## config.mk

```make
export PLATFORM = sky130hd
export DESIGN_NAME = mod_updown_counter_flat
export DESIGN_NICKNAME = d
export VERILOG_FILES = /design/src/rtl/mod_updown_counter_if.sv /design/src/rtl/mod_updown_counter.sv /design/src/flat_wrapper.sv
export SDC_FILE = /design/constraint.sdc
export NUM_CORES = 1
export LEC_CHECK = 0
export ABC_AREA = 0
export BUFFER_PORTS_ARGS = -buffer_cell sky130_fd_sc_hd__buf_4
export CAP_MARGIN = 20
export CORE_MARGIN = 2
export CORE_UTILIZATION = 50
export DETAILED_ROUTE_END_ITERATION = 10
export PLACE_DENSITY = 0.82
export SYNTH_ARGS = -nofsm -noshare
export SYNTH_HDL_FRONTEND = slang
export SYNTH_SLANG_ARGS = --single-unit
```

## constraint.sdc

```tcl
create_clock -name i_clk -period 2.2 [get_ports i_clk]
set_input_delay 0.22 -clock i_clk [delete_from_list [all_inputs] [get_ports i_clk]]
set_output_delay 0.22 -clock i_clk [all_outputs]
set_load 0.01 [all_outputs]
```

## src/rtl/mod_updown_counter_if.sv

```systemverilog
// Control and status bundle for mod_updown_counter.
// The controller (master) drives the control inputs and reads count/tc/ovf back.
interface mod_updown_counter_if #(
  parameter int WIDTH   = 8,
  parameter int PRESC_W = 4
);
  // No valid/ready pair: every control input is a level qualifier sampled on
  // each rising clk edge, and the outputs are registered copies of the state.
  logic               en;
  logic               up;
  logic               clr;
  logic               load;
  logic [WIDTH-1:0]   load_val;
  logic [WIDTH-1:0]   limit;
  logic [PRESC_W-1:0] presc;
  logic [WIDTH-1:0]   count;
  logic               tc;
  logic               ovf;

  modport master (
    output en, up, clr, load, load_val, limit, presc,
    input  count, tc, ovf
  );

  modport slave (
    input  en, up, clr, load, load_val, limit, presc,
    output count, tc, ovf
  );
endinterface

```

## src/rtl/mod_updown_counter.sv

```systemverilog
// Programmable-modulus up/down counter with clock-enable prescaler,
// registered terminal-count pulse and sticky overflow flag.
module mod_updown_counter #(
  parameter int WIDTH   = 8,
  parameter int PRESC_W = 4
) (
  input logic                 i_clk,
  input logic                 i_rst_n,
  mod_updown_counter_if.slave if_bus
);

  logic [WIDTH-1:0]   r_count;
  logic [PRESC_W-1:0] r_presc_cnt;
  logic               r_tc;
  logic               r_ovf;

  logic [WIDTH-1:0]   w_count_nxt;
  logic [PRESC_W-1:0] w_presc_nxt;
  logic               w_tc_nxt;
  logic               w_ovf_nxt;
  logic               w_tick;
  logic               w_wrap;

  // A prescaler left above a lowered presc rolls over naturally at 2^PRESC_W.
  assign w_tick = if_bus.en && (r_presc_cnt == if_bus.presc);

  always_comb begin
    w_count_nxt = r_count;
    w_presc_nxt = r_presc_cnt;
    w_tc_nxt    = 1'b0;
    w_ovf_nxt   = r_ovf;
    w_wrap      = 1'b0;

    if (if_bus.clr) begin
      w_count_nxt = '0;
      w_presc_nxt = '0;
      w_ovf_nxt   = 1'b0;
    end else if (if_bus.load) begin
      w_count_nxt = (if_bus.load_val > if_bus.limit) ? if_bus.limit : if_bus.load_val;
      w_presc_nxt = '0;
    end else begin
      if (w_tick) begin
        w_presc_nxt = '0;
      end else if (if_bus.en) begin
        w_presc_nxt = r_presc_cnt + PRESC_W'(1);
      end

      if (w_tick) begin
        if (if_bus.up) begin
          if (r_count >= if_bus.limit) begin
            w_count_nxt = '0;
            w_wrap      = 1'b1;
          end else begin
            w_count_nxt = r_count + WIDTH'(1);
          end
        end else begin
          // A count stranded above a lowered limit snaps to limit without wrapping.
          if (r_count == '0) begin
            w_count_nxt = if_bus.limit;
            w_wrap      = 1'b1;
          end else if (r_count > if_bus.limit) begin
            w_count_nxt = if_bus.limit;
          end else begin
            w_count_nxt = r_count - WIDTH'(1);
          end
        end
      end

      if (w_wrap) begin
        w_tc_nxt  = 1'b1;
        w_ovf_nxt = 1'b1;
      end
    end
  end

  always_ff @(posedge i_clk or negedge i_rst_n) begin
    if (!i_rst_n) begin
      r_count     <= '0;
      r_presc_cnt <= '0;
      r_tc        <= 1'b0;
      r_ovf       <= 1'b0;
    end else begin
      r_count     <= w_count_nxt;
      r_presc_cnt <= w_presc_nxt;
      r_tc        <= w_tc_nxt;
      r_ovf       <= w_ovf_nxt;
    end
  end

  assign if_bus.count = r_count;
  assign if_bus.tc    = r_tc;
  assign if_bus.ovf   = r_ovf;

endmodule

```

## src/flat_wrapper.sv

```systemverilog
// flat-port wrapper written by rule: the top's interface ports become plain ports
module mod_updown_counter_flat 
#(
  parameter int WIDTH   = 8,
  parameter int PRESC_W = 4
)
  (i_clk, i_rst_n, if_bus_en, if_bus_up, if_bus_clr, if_bus_load, if_bus_load_val, if_bus_limit, if_bus_presc, if_bus_count, if_bus_tc, if_bus_ovf);
  mod_updown_counter_if #(.WIDTH(WIDTH), .PRESC_W(PRESC_W)) if_bus_i ();
  input logic i_clk;
  input logic i_rst_n;
  input wire logic [$bits(if_bus_i.en)-1:0] if_bus_en;
  input wire logic [$bits(if_bus_i.up)-1:0] if_bus_up;
  input wire logic [$bits(if_bus_i.clr)-1:0] if_bus_clr;
  input wire logic [$bits(if_bus_i.load)-1:0] if_bus_load;
  input wire logic [$bits(if_bus_i.load_val)-1:0] if_bus_load_val;
  input wire logic [$bits(if_bus_i.limit)-1:0] if_bus_limit;
  input wire logic [$bits(if_bus_i.presc)-1:0] if_bus_presc;
  output wire logic [$bits(if_bus_i.count)-1:0] if_bus_count;
  output wire logic [$bits(if_bus_i.tc)-1:0] if_bus_tc;
  output wire logic [$bits(if_bus_i.ovf)-1:0] if_bus_ovf;
  assign if_bus_i.en = if_bus_en;
  assign if_bus_i.up = if_bus_up;
  assign if_bus_i.clr = if_bus_clr;
  assign if_bus_i.load = if_bus_load;
  assign if_bus_i.load_val = if_bus_load_val;
  assign if_bus_i.limit = if_bus_limit;
  assign if_bus_i.presc = if_bus_presc;
  assign if_bus_count = if_bus_i.count;
  assign if_bus_tc = if_bus_i.tc;
  assign if_bus_ovf = if_bus_i.ovf;
  mod_updown_counter #(.WIDTH(WIDTH), .PRESC_W(PRESC_W)) u_core (.i_clk(i_clk), .i_rst_n(i_rst_n), .if_bus(if_bus_i));
endmodule
```

==> impl_metrics.csv, run 1 <==
group,metric,value,unit
global_route,grt_max_degree,15,
placement,gp_congestion,0.9056,
timing,min_period,2.174,ns
power_and_ir_drop,comb_power_share,59.7,%
worst_setup_path,path_class,"reg -> reg",
power_and_ir_drop,ir_worst_vdd,343.2,uV
timing,finalHoldViolations,0,
synthesis,synth_top_family_by_area,"compound AO/OA/AOI/OAI gates",
layout,fin_area,2396,um^2
synthesis,muxShareOfSynthArea,5.646,%
clocking,clock_sinks,14,
synthesis,synthSimpleGateAreaFrac,22.30,%
layout,diodes,0,
synthesis,yosysWarningCount,0,
power_and_ir_drop,p_per_area,542.8,nW/um^2
global_route,grt.overflow.total,0,
die,die_h,63.55,um
clocking,clk_latency,0.30,ns
worst_hold_path,min-delay-path-class,"in -> reg",
routing,avgViaCountPerCell,6.039,
power_and_ir_drop,p_int,762.5,uW
timing,relSlewSlack,60.52,%
power_and_ir_drop,power_switching,538.1,uW
worst_setup_path,required,2.39,ns
clocking,cts_root_buf,"clkbuf_4",
placement,place_hpwl,3889,um
die,core,3363,um^2
clocking,cts.htree.levels,1,
synthesis,synth_xor_area_share,6.916,%
power_and_ir_drop,clkPwrFrac,16.0,%
routing,ant_nets,0,
power_and_ir_drop,power.leakage,0.001101,uW
layout,nets,308,
die,die_w,63.55,um
synthesis,synth-seq-area-share,19.76,%
routing,drt-initial-drc-count,93,
layout,layout-drive-gt1-share,34.10,%
timing,min_period_over_period,98.83,%
worst_setup_path,end_kind,"flop",
worst_setup_path,slowest_stage,"dfrtp_2",
synthesis,syn_area,1773,um^2
global_route,grt_antenna_before_repair,0,
clocking,cts_tree,"yes",
synthesis,synthFlopType,"dfrtp_1",
die,rows,21,
die,ios,36,
synthesis,ys_top_cells_by_area,"dfrtp_1, ha_1, mux2i_1, xnor2_1, inv_1",
routing,wirelength,5219,um
routing,drc_errors,0,
timing,max_freq,459.9,MHz
synthesis,syn_area_per_cell,8.524,um^2
timing,fin_hold_ws,0.1163,ns
outcome,status,"complete, no violations",
synthesis,yosys_register_bits,14,
synthesis,synth_edf_count,0,
worst_setup_path,crit_arrival,2.36,ns
synthesis,yosys.area.top_type_share,19.76,%
synthesis,synth.distinct_cells,53,
placement,place_area,2240,um^2
timing,tightest_slew,0.5921,ns
global_route,grt_pass1_wl,8300,um
synthesis,synth_fa_ha_area_share,14.11,%
layout,syn2layout_area_growth,35.14,%
clocking,clockBufferDepth,2,
worst_setup_path,crit_path_max_incr_delay,0.45,ns
routing,drtPass1Iterations,4,
power_and_ir_drop,switching_share,41.37,%
routing,num_vias,1854,
worst_setup_path,cp-start-kind,"flop",
worst_setup_path,crit_chain,"ha_4 > nor2b_2 > o211ai_2 > buf_4 > a21oi_4 > buf_6 > nor4_1 > o31ai_1 > a21oi_1",
global_route,track_usage,25.68,%
timing,clock_skew,0.005892,ns
die,start_util,52.72,%
die,die-area,4038,um^2
global_route,grt_pass1_vias,1782,
timing,report.final.slew_viol_count,0,
synthesis,synthArstFlopShare,100.0,%
clocking,cts.clk_slew.worst_paths,0.11,ns
worst_setup_path,cp_max_fo,6,
worst_setup_path,critical_path.top_delay_family,"compound AO/OA/AOI/OAI gates",
synthesis,synth-compound-area-share,25.19,%
placement,io_buffers,35,
synthesis,synth_nets,254,
run,cap_viol_max_count,0,
synthesis,yosys.area.top_type,"dfrtp_1",
worst_setup_path,crit_buf_inv,2,
clocking,cts_buffers,3,
synthesis,syn_inst,208,
routing,wl_per_cell,17.00,um
timing,setup_viol,0,
power_and_ir_drop,p_seq_share,24.3,%
-- area by class of cell --
type	instances	area [um^2]
Multi-Input combinational cell	170	1445
Fill cell	273	967.2
Timing Repair Buffer	58	441.7
Sequential cell	14	354.1
Inverter	15	61.31
Tap cell	46	57.56
Clock buffer	4	36.28
-- placed cells by master, fill, tap and decap left out, types with 7 or more instances in the layout --
cell / count
buf_4: 56
inv_1: 14
ha_1: 14
nor2_1: 13
nand2_1: 12
dfrtp_1: 11
mux2i_1: 10
xnor2_1: 8
a21oi_1: 7
-- logic make-up (layout without fill, tap and decap cells) --
kind of cell             after synthesis  count (layout)
multiplexers                          10              10
flip-flops                            14              14
XOR/XNOR                              14              14
AO/OA/AOI/OAI                         57              57
buffers and inverters                 24              77
AND/OR/NAND/NOR                       69              69
adder cells (fa/ha/maj)               20              20
-- synthesized netlist by cell type, drive strengths merged, types with 3 or more instances --
cell type and count:
o21a 5, o21ai 9, clkbuf 5, a21oi 11, nand4 7, dfrtp 14
ha 20, nor2 13, buf 4, nor3b 3, mux2i 10, o22a 3
xor2 6, inv 15, xnor2 8, nand3 6, o41ai 5, nand2b 3
or3 4, o311ai 3, nand2 12, o31a 3, nor4 3, nor3 5
and3 4
-- final timing paths --
kind	slack, ns	cells after the start	to	startpoint
worst max register to register	0.03	9	u_core.if_bus.count[1]	u_core.if_bus.count[1]
worst min-delay path	0.12	2	u_core.if_bus.ovf	if_bus_clr
min in group asynchronous	0.30	2	u_core.if_bus.count[2]	i_rst_n
max in group asynchronous	1.71	2	u_core.if_bus.count[5]	i_rst_n
worst min register to register	0.54	2	u_core.if_bus.ovf	u_core.if_bus.ovf
worst max-delay path	0.03	9	u_core.if_bus.count[1]	u_core.if_bus.count[1]
-- metal layers --
metal | routed length, um | track usage [%]
met1 | 2256 | 35.06
met2 | 2563 | 42.63
met3 | 265 | 2.500
met4 | 134 | 7.880
met5 | 0 | 0
-- power groups by stage --
stage	Sequential, uW	Combinational [uW]	Clock (uW)
floorplan	341	438	0
finish	317	776	208
detailed placement	316	693	0
global route	320	838	221
CTS	311	698	212
global placement	314	679	0
-- repair_timing --
| action | CTS | global route |
|---|---|---|
| setup endpoints to repair | 2 | 7 |
| hold endpoints to repair | 14 | 0 |
| gates resized for setup | 0 | 12 |
| setup buffers | 0 | 5 |
| pin swaps | 1 | 9 |
| hold buffers | 1 | 0 |
-- flip-flops by register name, indices dropped and copies added (netlist names) --
| name | flops |
|---|---|
| u_core.if_bus.count | 8 |
| u_core.if_bus.ovf | 1 |
| u_core.if_bus.tc | 1 |
| u_core.r_presc_cnt | 4 |
-- per-stage QoR --
stage,setup slack [ns],power [uW],std cells,utilization [%],TNS [ns]
CTS,0.0006606,1221,302,67.97,0
global route,-0.03155,1379,307,71.24,-0.09200
global placement,0.01598,993.1,297,66.59,0
floorplan,0.005818,778.5,208,-,0
finish,0.02576,1301,307,71.24,0
detailed placement,-0.02505,1009,297,66.59,-0.04115
(Power assumes the default switching activity.)
==> run 2, diff against run 1 <==
- ABC_AREA: 0 -> 1
- CORE_UTILIZATION: 50 -> 51
==> run 2 against run 1 <==
Sequential power rose by 3%. Synthesized cell count rose by 37%. Wire length shrank 12%. Critical path depth rose by 1. Clock skew fell by 0.0031 ns. Clock-buffer cell count did not move. Area after synthesis grew 8.8%. Die area rose by 6.2%. Non-clock buffer count decreased by 17. Sequential share of layout area is 0.40 points higher. Setup slack better by 0.18 ns. Critical endpoint is now u_core.if_bus.count[5]. Largest cell class unchanged. Highest routed layer unchanged.
==> impl_metrics.csv, run 2 <==
group,metric,value,unit
clocking,cts_buffers,3,
placement,gp_congestion,0.9038,
synthesis,synth_edf_count,0,
worst_setup_path,end_kind,"flop",
timing,fin_hold_ws,0.1712,ns
placement,place_hpwl,3737,um
synthesis,yosys_register_bits,14,
global_route,track_usage,23.29,%
global_route,grt_max_degree,17,
synthesis,syn_inst,284,
layout,diodes,0,
placement,io_buffers,35,
global_route,grt.overflow.total,0,
clocking,cts_repair_resize_count,0,
layout,syn2layout_area_growth,19.73,%
clocking,cts_tree,"yes",
die,die_w,65.49,um
power_and_ir_drop,ir_worst_vdd,250.5,uV
routing,wl_per_cell,12.44,um
timing,relSlewSlack,66.51,%
routing,wirelength,4614,um
timing,fin_ws,0.2015,ns
synthesis,synth-seq-area-share,18.17,%
layout,layout_common_cells,"nand2_1, buf_4, nor2_1",
worst_setup_path,r2r.worst_path.cells,10,
clocking,cts.clk_slew.worst_paths,0.06,ns
synthesis,synthArstFlopShare,100.0,%
routing,num_vias,1920,
clocking,cts.htree.levels,1,
routing,drc_errors,0,
worst_setup_path,cp-start-kind,"flop",
routing,avgViaCountPerCell,5.175,
routing,drt-initial-drc-count,95,
timing,report.final.slew_viol_count,0,
die,core,3661,um^2
worst_setup_path,startpoint,"u_core.if_bus.count[5]",
synthesis,yosys.area.top_type,"dfrtp_1",
worst_setup_path,cp_max_fo,8,
placement,place_area,2243,um^2
synthesis,yosys.area.top_type_share,18.17,%
power_and_ir_drop,power.leakage,0.001211,uW
synthesis,yosysWarningCount,0,
die,rows,22,
synthesis,synth.distinct_cells,27,
worst_setup_path,required,2.36,ns
worst_setup_path,r2r_end,"u_core.if_bus.count[5]",
layout,fin_area,2308,um^2
timing,rsz0062_at_grt,"false",
synthesis,syn_area,1928,um^2
layout,largest_reg_flops,8,
routing,ant_nets,0,
die,start_util,52.67,%
clocking,clockBufferDepth,2,
synthesis,synthFlopType,"dfrtp_1",
die,die-area,4288,um^2
timing,tightest_slew,0.5004,ns
timing,clock_skew,0.002766,ns
timing,setup_tns,0,ns
outcome,status,"complete, no violations",
routing,drtPass1Iterations,4,
timing,min_period,1.998,ns
run,cap_viol_max_count,0,
synthesis,synth_nets,330,
layout,final.fill_count,350,
worst_hold_path,min-delay-path-class,"in -> reg",
timing,finalHoldViolations,0,
worst_setup_path,regToRegSetupSlack,0.20,ns
synthesis,syn_area_per_cell,6.789,um^2
timing,setup_viol,0,
clocking,cts_root_buf,"clkbuf_8",
worst_setup_path,crit_arrival,2.16,ns
synthesis,yosysMostFrequentCell,"nand2_1",
global_route,grt_antenna_before_repair,0,
layout,nets,370,
clocking,clock_sinks,14,
synthesis,ys_top_cells_by_area,"dfrtp_1, ha_1, nand2_1, nor2_1, nand3_1",
layout,final_common_cell,"nand2_1",
timing,max_freq,500.4,MHz
global_route,grt_pass1_wl,7872,um
worst_setup_path,crit_end,"u_core.if_bus.count[5]",
die,ios,36,
layout,fin_util,63.06,%
global_route,grt_pass1_vias,1733,
worst_setup_path,r2r-start,"u_core.if_bus.count[5]",
layout,layout-drive-gt1-share,24.77,%
timing,min_period_over_period,90.84,%
worst_setup_path,path_class,"reg -> reg",
synthesis,synth_common_cells,"nand2_1, nor2_1, inv_1, nand3_1",
placement,dpl_worst_slack,0.2528,ns
die,die_h,65.49,um
power_and_ir_drop,p_per_area,558.0,nW/um^2
clocking,clk_latency,0.25,ns
run 2: cell types whose count changed in the layout (fill, tap and decap cells not counted), sizes merged, moves of 10 or more:
cell   change
nand2     +56
mux2i     -10
nand3     +26
nor2      +31
buf       -17
a21oi     +16
inv       +21
run 2: per-stage QoR:
step / total power [uW] / cells
2_1_floorplan: 831.6 / 284
3_3_place_gp: 1013 / 366
3_5_place_dp: 1021 / 366
4_1_cts: 1284 / 371
5_1_grt: 1388 / 371
6_report: 1288 / 371
run 2: how the worst min path moves through the flow:
stage | end | startpoint | depth (start not counted)
3_5_place_dp | u_core.r_presc_cnt[0] | i_rst_n | 1
4_1_cts | u_core.if_bus.ovf | if_bus_clr | 2
3_3_place_gp | u_core.if_bus.tc | i_rst_n | 1
5_1_grt | u_core.if_bus.ovf | if_bus_clr | 2
6_report | u_core.if_bus.ovf | if_bus_clr | 2
2_1_floorplan | u_core.if_bus.count[0] | i_rst_n | 0
run 2: routing by layer:
metal / vias up / global-route usage, % / part of all wire, %
met2: 56 / 39.80 / 48
met3: 5 / 2.055 / 6.5
li1: 1012 / - / -
met4: 0 / 5.990 / 0.91
met5: - / 0 / 0
met1: 847 / 31.59 / 45
run 2: report_power, final:
part           total (uW)  internal [uW]  switching [uW]
registers             328            291            37.5
logic                 700            280             419
clock network         260            159             102
run 2: critical path: stages, from the launching register on:
cell,delay (ns)
dfrtp_1,0.48
ha_1,0.35
a21oi_1,0.15
nor2_1,0.09
nor2_4,0.18
nand3_1,0.15
nor2_1,0.13
nor2_1,0.06
nor2_1,0.10
nand2_1,0.06
a21oi_1,0.18
run 2: cell families (layout without fill, tap and decap cells):
kind of cell               Yosys count  after routing  share of synthesized area, %
and+or+nand+nor                    159            159                         42.18
buffers and inverters               42             81                         9.474
DFF                                 14             14                         18.17
xor gates and xnor gates            12             12                         5.451
adders and majority gates           20             20                         12.98
AOI/OAI and AO/OA                   37             37                         11.75
run 2: final cells by class:
cell class | instances | area, um^2 | share of cell area [%]
flip-flops and latches | 14 | 350.3 | 15.18
multi-input cells | 228 | 1395 | 60.43
clock buffers | 4 | 55.05 | 2.385
well taps | 48 | 60.06 | 2.602
repair buffers | 41 | 310.3 | 13.44
inverters | 36 | 137.6 | 5.962
run 2: timing repair:
item	4_1_cts	5_1_grt
setup endpoints to repair	0	0
endpoints found under the hold margin	14	0
buffers inserted	0	0
hold buffers	1	0
==> run 3, diff against run 2 <==
- PLACE_DENSITY: 0.82 -> 0.79
==> run 3 against run 2 <==
Critical path type unchanged. Clock power is essentially flat. Final area fell by 0.32%. Sequential power increased by 2%. Critical endpoint is now u_core.if_bus.count[7]. Final cell count shrank 0.27%. Fmax increased by 1.2%.
==> impl_metrics.csv, run 3 (synthesis results as in run 2) <==
group,metric,value,unit
clocking,cts.htree.levels,1,
power_and_ir_drop,total_power,1285,uW
global_route,grt_pass1_wl,8004,um
layout,nets,369,
clocking,clk_latency,0.25,ns
clocking,clockBufferDepth,2,
worst_setup_path,crit_buf_inv,0,
worst_setup_path,path_class,"reg -> reg",
worst_setup_path,crit_arrival,2.11,ns
global_route,grt_max_degree,17,
worst_setup_path,r2r.worst_path.cells,11,
placement,io_buffers,35,
layout,final_common_cell,"nand2_1",
worst_setup_path,crit_path_max_incr_delay,0.47,ns
timing,tightest_slew,0.5132,ns
worst_setup_path,crit_end,"u_core.if_bus.count[7]",
worst_setup_path,slowest_stage,"dfrtp_1",
worst_setup_path,cp-start-kind,"flop",
worst_setup_path,r2r-start,"u_core.if_bus.count[5]",
worst_hold_path,min-delay-path-class,"in -> reg",
worst_setup_path,crit_chain,"ha_1 > a21oi_1 > nor2_1 > nor2_4 > nand2_2 > nand2_4 > nand2_4 > nand2_1 > nand3_1 > nand2_1 > a21oi_2",
placement,gp_congestion,0.8475,
timing,fin_ws,0.2255,ns
worst_setup_path,end_kind,"flop",
placement,place_area,2236,um^2
clocking,cts.clk_slew.worst_paths,0.07,ns
worst_setup_path,path_depth,11,
die,ios,36,
layout,largest_reg_flops,8,
timing,finalHoldViolations,0,
timing,setup_tns,0,ns
global_route,grt.overflow.total,0,
power_and_ir_drop,p_per_area,558.3,nW/um^2
die,rows,22,
power_and_ir_drop,ir_worst_vdd,215.4,uV
outcome,status,"complete, no violations",
routing,wl_per_cell,12.51,um
power_and_ir_drop,power.leakage,0.001206,uW
clocking,cts_root_buf,"clkbuf_8",
timing,min_period_over_period,89.75,%
worst_setup_path,regToRegSetupSlack,0.23,ns
layout,layout_common_cells,"nand2_1, nor2_1, buf_4",
global_route,grt_antenna_before_repair,0,
placement,dp_cells,365,
layout,diodes,0,
die,die_h,65.49,um
placement,dpl_worst_slack,0.2982,ns
timing,rsz0062_at_grt,"false",
die,core,3661,um^2
routing,wirelength,4627,um
routing,drc_errors,0,
routing,num_vias,1946,
worst_setup_path,critical_path.top_delay_family,"simple AND/OR/NAND/NOR gates",
timing,report.final.slew_viol_count,0,
die,die_w,65.49,um
clocking,cts_buffers,3,
global_route,grt_pass1_vias,1780,
run,cap_viol_max_count,0,
worst_setup_path,r2r_end,"u_core.if_bus.count[7]",
timing,max_freq,506.5,MHz
layout,fin_area,2301,um^2
clocking,cts_tree,"yes",
layout,syn2layout_area_growth,19.34,%
global_route,track_usage,23.76,%
routing,ant_nets,0,
timing,min_period,1.974,ns
layout,layout-drive-gt1-share,24.53,%
worst_setup_path,startpoint,"u_core.if_bus.count[5]",
worst_setup_path,cp_max_fo,9,
routing,drt-initial-drc-count,95,
placement,place_hpwl,3755,um
die,start_util,52.67,%
layout,stdcell_count,370,
routing,drtPass1Iterations,4,
worst_setup_path,required,2.33,ns
routing,met1_length,2132,um
routing,met2_wirelength,2220,um
routing,dr_wl_met3,234,um
routing,avgViaCountPerCell,5.259,
timing,relSlewSlack,65.66,%
routing,top_layer_used,"met4",
timing,clock_skew,0.006361,ns
timing,setup_viol,0,
die,die-area,4288,um^2
clocking,clock_sinks,14,
run 3: worst min path at each step:
stage / slack, ns / from / endpoint / cells past startpoint
6_report: 0.18 / if_bus_clr / u_core.if_bus.ovf / 2
5_1_grt: 0.18 / if_bus_clr / u_core.if_bus.ovf / 2
4_1_cts: 0.18 / if_bus_clr / u_core.if_bus.ovf / 2
3_5_place_dp: 0.09 / i_rst_n / u_core.r_presc_cnt[0] / 1
3_3_place_gp: 0.08 / i_rst_n / u_core.if_bus.tc / 1
2_1_floorplan: -0.08 / i_rst_n / u_core.if_bus.count[0] / 0
run 3: power breakdown:
| group | switching (uW) | leakage [uW] | total, uW | internal [uW] |
|---|---|---|---|---|
| Sequential | 43.0 | 0.000181 | 333 | 290 |
| Combinational | 413 | 0.000996 | 690 | 277 |
| Clock | 103 | 0.0000288 | 262 | 159 |
| Total | 558 | 0.00121 | 1280 | 726 |
run 3: cell type report:
cell class | instances | area, um^2
fill | 353 | 1360
inverter | 36 | 137.6
timing repair buffer | 40 | 302.8
tap | 48 | 60.06
clock buffer | 4 | 55.05
multi-input combinational | 228 | 1395
sequential | 14 | 350.3
run 3: through the flow:
step,hold slack (ns),util [%]
after floorplan,-0.07559,-
after global placement,0.08250,61.07
after detailed placement,0.08688,61.07
after CTS,0.1766,62.85
after global routing,0.1829,62.85
final,0.1794,62.85
run 3: routing by layer:
metal	GRT usage [%]	vias up
met5	0	-
met4	4.688	0
met3	1.027	4
met2	40.43	56
met1	33.62	881
li1	-	1005
run 3: worst register-to-register path, cell delays in order, from the launching register on:
cell	delay, ns
dfrtp_1	0.47
ha_1	0.35
a21oi_1	0.17
nor2_1	0.08
nor2_4	0.17
nand2_2	0.10
nand2_4	0.12
nand2_4	0.11
nand2_1	0.08
nand3_1	0.06
nand2_1	0.10
a21oi_2	0.05
run 3: timing repair:
action                                 4_1_cts  5_1_grt
endpoints found under the hold margin       14        0
hold buffers                                 1        0
setup buffers                                0        0
gates resized for setup                      0        0
